$ cat config.mk
export PLATFORM = sky130hd
export DESIGN_NAME = alu_share_arbiter
export DESIGN_NICKNAME = d
export VERILOG_FILES = /design/src/rtl/alu_share_arbiter.sv
export SDC_FILE = /design/constraint.sdc
export NUM_CORES = 1
export LEC_CHECK = 0
export ABC_AREA = 1
export CAP_MARGIN = 20
export CORE_AREA = 2 2 132 134
export CTS_BUF_LIST = sky130_fd_sc_hd__clkbuf_8
export DETAILED_ROUTE_END_ITERATION = 10
export DIE_AREA = 0 0 134 136
export HOLD_SLACK_MARGIN = 0.12
export PLACE_DENSITY = 0.74
export SYNTH_ARGS = -nofsm -noshare
export SYNTH_HDL_FRONTEND = slang
export SYNTH_SLANG_ARGS = --single-unit
$ cat constraint.sdc
create_clock -name clk -period 1.6 [get_ports clk]
set_clock_uncertainty 0.2 [all_clocks]
set_input_delay 0.32 -clock clk [delete_from_list [all_inputs] [get_ports clk]]
set_output_delay 0.32 -clock clk [all_outputs]
set_load 0.005 [all_outputs]
$ cat src/rtl/alu_share_arbiter.sv
// Two-requester round-robin arbiter in front of one shared combinational ALU; registered operands/results, 3+ cycles per op.
// Optional saturating grant counters under ALU_SHARE_ARB_STATS_EN (ports tied to 0 when undefined).
module alu_share_arbiter #(
   parameter int WIDTH = 32,
   parameter int OPW   = 3
) (
   input  logic             clk,
   input  logic             reset,
   input  logic             req0_valid,
   output logic             req0_ready,
   input  logic [WIDTH-1:0] req0_a,
   input  logic [WIDTH-1:0] req0_b,
   input  logic [OPW-1:0]   req0_op,
   output logic             rsp0_valid,
   input  logic             rsp0_ready,
   output logic [WIDTH-1:0] rsp0_c,
   output logic             rsp0_eq,
   input  logic             req1_valid,
   output logic             req1_ready,
   input  logic [WIDTH-1:0] req1_a,
   input  logic [WIDTH-1:0] req1_b,
   input  logic [OPW-1:0]   req1_op,
   output logic             rsp1_valid,
   input  logic             rsp1_ready,
   output logic [WIDTH-1:0] rsp1_c,
   output logic             rsp1_eq,
   output logic [WIDTH-1:0] alu_a,
   output logic [WIDTH-1:0] alu_b,
   output logic [OPW-1:0]   alu_op,
   input  logic [WIDTH-1:0] alu_c,
   input  logic             alu_eq,
   output logic [15:0]      grant_cnt0,
   output logic [15:0]      grant_cnt1
);

   typedef enum logic [1:0] {IDLE, EXEC, RESP} state_t;

   typedef struct packed {
      logic [WIDTH-1:0] a;
      logic [WIDTH-1:0] b;
      logic [OPW-1:0]   op;
   } opnd_t;

   state_t           state, state_nxt;
   opnd_t            opnd;
   logic [WIDTH-1:0] res_c;
   logic             res_eq;
   logic             owner;
   logic             last_grant;
   logic             win0, win1;
   logic             hs0, hs1;
   logic             rsp_hs;

   // On a tie the requester that was not granted last wins.
   always_comb begin
      win0 = 1'b0;
      win1 = 1'b0;
      if (req0_valid && req1_valid) begin
         win0 = last_grant;
         win1 = ~last_grant;
      end else begin
         win0 = req0_valid;
         win1 = req1_valid;
      end
   end

   always_comb begin
      state_nxt  = state;
      req0_ready = 1'b0;
      req1_ready = 1'b0;
      rsp0_valid = 1'b0;
      rsp1_valid = 1'b0;
      rsp_hs     = 1'b0;
      case (state)
         IDLE: begin
            req0_ready = win0;
            req1_ready = win1;
            if (win0 || win1)
               state_nxt = EXEC;
         end
         EXEC: state_nxt = RESP;
         RESP: begin
            rsp0_valid = ~owner;
            rsp1_valid = owner;
            rsp_hs     = owner ? rsp1_ready : rsp0_ready;
            if (rsp_hs)
               state_nxt = IDLE;
         end
         default: state_nxt = IDLE;
      endcase
   end

   assign hs0 = req0_ready;
   assign hs1 = req1_ready;

   always_ff @(posedge clk) begin
      if (reset) begin
         state      <= IDLE;
         opnd       <= '0;
         res_c      <= '0;
         res_eq     <= 1'b0;
         owner      <= 1'b0;
         last_grant <= 1'b1;
      end else begin
         state <= state_nxt;
         if (hs0 || hs1) begin
            opnd       <= hs1 ? opnd_t'{req1_a, req1_b, req1_op} : opnd_t'{req0_a, req0_b, req0_op};
            owner      <= hs1;
            last_grant <= hs1;
         end
         if (state == EXEC) begin
            res_c  <= alu_c;
            res_eq <= alu_eq;
         end
      end
   end

   // ALU sees only registered operands, isolating it from requester timing.
   assign alu_a  = opnd.a;
   assign alu_b  = opnd.b;
   assign alu_op = opnd.op;

   assign rsp0_c  = res_c;
   assign rsp0_eq = res_eq;
   assign rsp1_c  = res_c;
   assign rsp1_eq = res_eq;

`ifdef ALU_SHARE_ARB_STATS_EN
   logic [15:0] cnt0, cnt1;

   always_ff @(posedge clk) begin
      if (reset) begin
         cnt0 <= '0;
         cnt1 <= '0;
      end else begin
         if (hs0 && cnt0 != 16'hFFFF)
            cnt0 <= cnt0 + 16'd1;
         if (hs1 && cnt1 != 16'hFFFF)
            cnt1 <= cnt1 + 16'd1;
      end
   end

   assign grant_cnt0 = cnt0;
   assign grant_cnt1 = cnt1;
`else
   assign grant_cnt0 = '0;
   assign grant_cnt1 = '0;
`endif

endmodule

==> key figures, run 1 <==
Outcome
  • Outcome: complete, but fails checks
  • Failing checks: negative setup slack

Logic synthesis
  • Post-Syn Area: 5480 um^2
  • Flip-flop and latch count after synthesis: 104
  • Post-Syn Area per Cell: 6.62 um^2
  • Syn Inst Count: 828
  • Synth Warn #: 0
  • Sequential fraction of the synthesis area: 38.0%
  • Netlist cell types: 18

Worst setup path
  • Crit-path cells: buf_6 -> buf_6 -> nor3_4 -> buf_6 -> buf_12 -> buf_12 -> nand3_2 -> a21oi_2
  • Crit path top cell by count: buf_6
  • Worst Path Required: 1730 ps
  • Crit-path slowest cell: dfxtp_4
  • Worst Path Arrival: 1900 ps
  • Max FO, Critical Path: 8
  • R2R Setup Slk: -170 ps
  • Critical path type: reg2reg
  • Worst Setup Start Kind: register
  • RR Startpoint: state[0]$_SDFFE_PP0P_
  • Reg2reg path depth: 8
  • Worst path bufs/invs: 5
  • Reg2reg end: alu_b[14]$_SDFFE_PP0P_
  • Worst setup EP type: register
  • Slowest stage delay, CP: 370 ps
  • CP delay by family, top: buffers and inverters

Run
  • Total of max-cap violations: 0

Clock tree
  • TritonCTS Buffers: 9
  • CTS tree: done
  • # H-tree levels: 3
  • Clk root buf: clkbuf_8
  • Sink Count: 104
  • Clk slew on worst S/H paths: 110 ps
  • Worst skew pair latency: 380 ps
  • Maximum clock insertion buffer count: 2

Pwr
  • Total chip power: 8.05 mW
  • Combinational share of power: 39.8%
  • Clock network power share: 22.0%
  • Static leakage: 5.05 nW
  • PwrDens: 808 nW/um^2
  • Int Pwr: 5.38 mW
  • Register share of total power: 38.2%
  • Peak VDD IR: 0.390 mV
  • Net switching power: 2.68 mW
  • Sw frac: 33.3%

Layout
  • ANT cells: 0
  • Layout cells sized above 1: 26.7%
  • Area Overhead vs Synth: 81.9%
  • Nets@finish: 1,321

Detailed routing
  • Pre-antenna DRT Iters: 4
  • Final wirelength: 22.6 mm
  • Final antenna-violating net count: 0
  • Wire per inst: 16.4 um
  • Post-route DRC: 0
  • DR vias: 6,612
  • Vias/cell: 4.80
  • Number of DRC markers in iteration 0: 428

Floorplanning
  • Core Rows: 48
  • Die H: 136 um
  • I/O pins: 342
  • Core box area: 16,900 um^2
  • Initial Util: 32.5%
  • Die Area: 18,200 um^2
  • Chip width: 134 um

STA
  • Final setup margin: -168 ps
  • Final cycle utilization of the critical path: 111%
  • Final Max Tran Viols: 0
  • Fin crit period: 1770 ps
  • RSZ-0062 raised after global routing: yes
  • Fmax: 0.566 GHz
  • Final setup viols: 73
  • Final Hold Viols: 0

Placement
  • Pre-CTS setup slack: -570 ps
  • PortBufs: 309
  • Final GP Congestion: 0.878
  • Post-DP HPWL: 14.2 mm

Hold path
  • Endpoint, Worst Hold: alu_op[0]$_SDFFE_PP0P_
  • Hold Path Depth: 2
  • HP Class: reg2reg
  • Hold Startpoint: alu_op[0]$_SDFFE_PP0P_

GRT
  • Initial antenna violation count: 0
  • Gr ovfl total: 0
  • Largest net degree at the start of global routing: 64
  • Vias in the first global route: 6,130
  • Global-route wire length before repair: 32.1 mm
  • Global Route Usage Sum: 22.6%
cells in the mapped netlist, drive strengths merged:
cell type / n / area (um^2)
o211ai: 1 / 7.51
conb: 1 / 3.75
nor2: 74 / 280
o21ai: 33 / 165
nand4: 67 / 419
buf: 84 / 596
nand2: 140 / 526
inv: 144 / 541
a21oi: 70 / 350
nand3: 68 / 340
dfxtp: 104 / 2080
clkbuf: 41 / 154
nor3: 1 / 16.3
cell usage in the layout (no fill, tap or decap), types with 2 or more instances in the layout:
cell	synthesis	final
a21oi_1	70	32
a21oi_2	0	38
buf_12	0	17
buf_16	0	5
buf_2	11	7
buf_4	67	48
buf_6	2	11
buf_8	0	6
clkbuf_16	0	5
clkbuf_2	0	25
clkbuf_8	0	10
clkdlybuf4s50_1	0	169
clkinvlp_4	0	2
conb_1	1	32
dfxtp_1	104	43
dfxtp_2	0	59
dfxtp_4	0	2
dlygate4sd2_1	0	107
inv_1	142	142
inv_2	2	2
inv_8	0	2
nand2_1	140	107
nand2_2	0	17
nand2_4	0	16
nand3_1	68	39
nand3_2	0	19
nand3_4	0	10
nand4_1	67	67
nor2_1	73	71
nor2_4	0	2
o21ai_0	33	33
power by group through the flow:
stage / Combinational, mW / Sequential, mW / Clock [mW]
6_report: 3.21 / 3.08 / 1.77
5_1_grt: 3.46 / 3.11 / 1.93
4_1_cts: 2.90 / 3.04 / 1.82
3_5_place_dp: 2.57 / 3.10 / 0
3_3_place_gp: 2.55 / 3.10 / 0
2_1_floorplan: 1.14 / 3.11 / 0
state kept, by name (all words and copies together) (netlist names):
| signal | count |
|---|---|
| alu_a | 32 |
| alu_b | 32 |
| rsp0_c | 32 |
| alu_op | 3 |
| state | 2 |
| last_grant | 1 |
| owner | 1 |
| rsp0_eq | 1 |
worst register-to-register path: cells and delay by family, from the launching register on:
kind / cells / cell delay, ps
buf+inv: 5 / 740
simple gates: 2 / 280
flops: 1 / 370
compound gates: 1 / 130
area by class of cell:
| type | count | area, um^2 |
|---|---|---|
| repair buffers | 402 | 3990 |
| flip-flops and latches | 104 | 2160 |
| fillers | 1534 | 6910 |
| well taps | 225 | 282 |
| clock buffers | 10 | 138 |
| inverters | 144 | 557 |
| multi-input cells | 486 | 2770 |
| clock inverters | 6 | 68.8 |
| repair inverters | 1 | 11.3 |
per-stage QoR:
step / TNS, ps / hold WS [ps] / instance area (um^2) / instances / util [%]
floorplan: 0 / 260 / 5600 / 859 / -
global placement: -33190 / 250 / 8660 / 1309 / 51.3
detailed placement: -36200 / 254 / 8660 / 1309 / 51.3
CTS: -8640 / 262 / 9490 / 1374 / 56.2
global route: -9950 / 273 / 9970 / 1378 / 59.1
finish: -5850 / 259 / 9970 / 1378 / 59.1
what timing repair did:
action                                  CTS  global route
hold buffers                              1             0
pin swaps                                15            49
hold endpoints to repair                  7             0
resized for setup                       276           169
endpoints found under the setup margin  205           100
setup buffers                            41             4
gates cloned                              8             6
metal layers:
metal | share of wire (%) | global-route usage [%]
met1 | 39 | 26.4
met2 | 50 | 39.9
met3 | 7.9 | 5.33
met4 | 3.0 | 8.98
met5 | 0 | 0
worst max path at each step:
| stage | endpoint | start | depth (start not counted) | slack [ps] |
|---|---|---|---|---|
| 3_5_place_dp | alu_b[24]$_SDFFE_PP0P_ | req0_valid | 8 | -570 |
| 6_report | alu_b[14]$_SDFFE_PP0P_ | state[0]$_SDFFE_PP0P_ | 8 | -170 |
| 2_1_floorplan | req0_ready | req1_valid | 4 | 60 |
| 3_3_place_gp | alu_b[18]$_SDFFE_PP0P_ | req0_valid | 7 | -540 |
| 4_1_cts | req0_ready | state[0]$_SDFFE_PP0P_ | 5 | -200 |
| 5_1_grt | alu_b[14]$_SDFFE_PP0P_ | state[0]$_SDFFE_PP0P_ | 8 | -240 |
cells by family after synthesis:
family / synth area share (%)
compound gates: 9.54
buf+inv: 23.5
flops: 38.0
other cells: 0.0684
simple gates: 28.9
No activity file was read; power rests on OpenSTA's default activity.
==> run 2: changes to the inputs <==
--- a/config.mk
+++ b/config.mk
@@ -13,6 +13,7 @@
 export DIE_AREA = 0 0 134 136
 export HOLD_SLACK_MARGIN = 0.12
 export PLACE_DENSITY = 0.74
+export SLEW_MARGIN = 40
 export SYNTH_ARGS = -nofsm -noshare
 export SYNTH_HDL_FRONTEND = slang
 export SYNTH_SLANG_ARGS = --single-unit
==> results of run 2 <==
The final DEF is identical to that of run 1; final timing and power are the same.
==> run 3: changes to the inputs <==
--- a/config.mk
+++ b/config.mk
@@ -13,7 +13,9 @@
 export DIE_AREA = 0 0 134 136
 export HOLD_SLACK_MARGIN = 0.12
 export PLACE_DENSITY = 0.74
+export SETUP_SLACK_MARGIN = 0.02
 export SLEW_MARGIN = 40
 export SYNTH_ARGS = -nofsm -noshare
 export SYNTH_HDL_FRONTEND = slang
 export SYNTH_SLANG_ARGS = --single-unit
+export TNS_END_PERCENT = 100
==> run 3 against run 2 <==
  * The flow still finishes with violations (negative setup slack)
  * Total power grew 4.2%
  * Global-route usage grew 1.8 points
  * Largest power group unchanged
  * Critical path depth shrank 3
  * First-iteration DRC count shrank 22%
  * Final cell count grew 0.58%
  * Flip-flop and latch count is the same
  * Sequential share of layout area shrank 0.82 points
  * Highest routed layer unchanged
  * Worst setup slack lost 1.3 ps
  * Register-to-register slack gained 20 ps
  * Via count grew 2.6%
  * Design area grew 5.2%
==> key figures, run 3 (same netlist as run 1, synthesis figures left out) <==
Detailed routing
  • DR vias: 6,781 (+2.6%)
  • Wire per inst: 16.7 um (+2.1%)
  • Vias/cell: 4.89 (+2.0%)
  • Final antenna-violating net count: 0 (unchanged)
  • Post-route DRC: 0 (unchanged)
  • Final wirelength: 23.2 mm (+2.7%)
  • Number of DRC markers in iteration 0: 332 (-22%)
  • Pre-antenna DRT Iters: 5 (+1)

GRT
  • GR peak layer: met2
  • Gr ovfl total: 0 (unchanged)
  • Vias in the first global route: 6,527 (+6.5%)
  • Largest net degree at the start of global routing: 64 (unchanged)
  • Global Route Usage Sum: 24.4% (+1.8 points)
  • Global-route wire length before repair: 34.3 mm (+6.9%)
  • GR Util met1: 28.4% (+2.0 points)
  • Met3 usage: 5.48% (+0.15 points)
  • Initial antenna violation count: 0 (unchanged)
  • Met2 usage: 42.3% (+2.5 points)

Pwr
  • PwrDens: 800 nW/um^2 (-0.95%)
  • Static leakage: 5.31 nW (+5.0%)
  • Total chip power: 8.39 mW (+4.2%)
  • Peak VDD IR: 0.360 mV (-7.8%)
  • Clock network power share: 21.1% (-0.9 points)
  • Register share of total power: 37.3% (-0.9 points)
  • Net switching power: 2.83 mW (+5.6%)
  • Sw frac: 33.7% (+0.46 points)
  • Combinational share of power: 41.6% (+1.8 points)
  • Int Pwr: 5.56 mW (+3.5%)

STA
  • Final cycle utilization of the critical path: 111% (about the same)
  • Final setup viols: 74 (+1.4%)
  • Final TNS setup: -6790 ps (-941 ps)
  • Final setup margin: -169 ps (-1.27 ps)
  • Fmax: 0.565 GHz (about the same)
  • Final Hold Viols: 0 (unchanged)
  • Final Max Tran Viols: 0 (unchanged)
  • RSZ-0062 raised after global routing: yes
  • Fin crit period: 1770 ps (+1.27 ps)

Hold path
  • Hold Startpoint: alu_a[11]$_SDFFE_PP0P_
  • HP Class: reg2reg

Layout
  • Nets@finish: 1,329 (+0.61%)
  • Layout cells sized above 1: 35.8% (+9.1 points)
  • ANT cells: 0 (unchanged)
  • Most common cell after layout, fill and taps aside: clkdlybuf4s50_1
  • Commonest cells after routing, fill and taps aside: clkdlybuf4s50_1 (169), inv_1 (141), dlygate4sd2_1 (96), dfxtp_2 (77), nor2_1 (70)
  • Area Overhead vs Synth: 91.3%

Placement
  • Pre-CTS setup slack: -570 ps (unchanged)
  • Final GP Congestion: 0.878 (unchanged)
  • PortBufs: 309 (unchanged)
  • Post-DP HPWL: 14.2 mm (unchanged)

Clock tree
  • Clk slew on worst S/H paths: 100 ps (about the same)
  • Sink Count: 104 (unchanged)
  • Worst skew pair latency: 380 ps (about the same)
  • # H-tree levels: 3 (unchanged)
  • Maximum clock insertion buffer count: 2 (unchanged)
  • CTS tree: done
  • TritonCTS Buffers: 9 (unchanged)
  • Clk root buf: clkbuf_8

Worst setup path
  • R2R Setup Slk: -150 ps (+20 ps)
  • RR Startpoint: state[0]$_SDFFE_PP0P_
  • Worst setup EP type: primary output
  • Worst Path Arrival: 1250 ps (-650 ps)
  • CP Launch Point: state[1]$_SDFFE_PP0P_
  • Worst Path Required: 1080 ps (-650 ps)
  • Critical path type: reg2out
  • Max FO, Critical Path: 3 (-5)
  • Slowest stage delay, CP: 370 ps (about the same)
  • Worst Setup Start Kind: register
  • Crit-path cells: nor2_4 -> buf_6 -> nand2_4 -> a21oi_2 -> buf_2
  • Crit-path slowest cell: dfxtp_4

Outcome
  • Outcome: complete, but fails checks
  • Failing checks: negative setup slack

Floorplanning
  • I/O pins: 342 (unchanged)
  • Core box area: 16,900 um^2 (unchanged)
  • Initial Util: 32.5% (unchanged)
  • Core Rows: 48 (unchanged)
  • Chip width: 134 um (unchanged)
  • Die H: 136 um (unchanged)
  • Die Area: 18,200 um^2 (unchanged)

Run
  • Total of max-cap violations: 0 (unchanged)
==> run 3: cell count changes in the layout (fill, tap and decap cells not counted), sizes merged <==
cell,previous run,this run
buf,94,120
bufbuf,0,1
clkbuf,40,24
clkdlybuf4s15,1,10
dlygate4sd2,107,96
inv,147,146
==> run 3: worst paths after layout <==
| check | to | cells past startpoint |
|---|---|---|
| max | req0_ready | 5 |
| min | alu_a[11]$_SDFFE_PP0P_ | 2 |
| max reg2reg | alu_a[28]$_SDFFE_PP0P_ | 9 |
| min reg2reg | alu_a[11]$_SDFFE_PP0P_ | 2 |
==> run 3: area by class of cell <==
type / instances / area [um^2]
fill: 1472 / 6390
timing repair buffer: 411 / 4180
multi-input combinational: 486 / 3080
sequential: 104 / 2190
inverter: 144 / 553
tap: 225 / 282
clock buffer: 10 / 138
clock inverter: 6 / 68.8
==> run 3: metal layers <==
layer  part of all wire (%)  wire [um]
met1                     38       8800
met2                     50      11600
met3                    8.2       1890
met4                    3.8        877
met5                      0          0
==> run 3: power by group through the flow <==
stage / registers (mW) / clock network [mW] / logic (mW)
after floorplan: 3.11 / 0 / 1.14
after global routing: 3.16 / 1.94 / 3.74
final: 3.13 / 1.77 / 3.49
after detailed placement: 3.10 / 0 / 2.57
after global placement: 3.10 / 0 / 2.55
after CTS: 3.10 / 1.82 / 3.33
==> run 3: metrics by stage <==
stage / cells / cell area (um^2) / util [%] / hold slack (ps)
after CTS: 1388 / 10200 / 60.2 / 256
after detailed placement: 1309 / 8660 / 51.3 / 254
after global placement: 1309 / 8660 / 51.3 / 250
final: 1386 / 10500 / 62.1 / 249
after global routing: 1386 / 10500 / 62.1 / 274
after floorplan: 859 / 5600 / - / 260
==> run 3: critical path, delay by kind of cell (launching register included) <==
kind	cells	cell delay [ps]
DFF	1	370
buffers and inverters	2	240
and+or+nand+nor	2	160
AOI/OAI and AO/OA	1	100
==> run 3: timing repair <==
item | CTS | global route
buffers inserted | 49 | 6
pin swaps | 70 | 52
endpoints found under the setup margin | 205 | 115
cloned | 13 | 0
hold endpoints to repair | 7 | 0
resized for setup | 440 | 156
hold buffers | 1 | 0
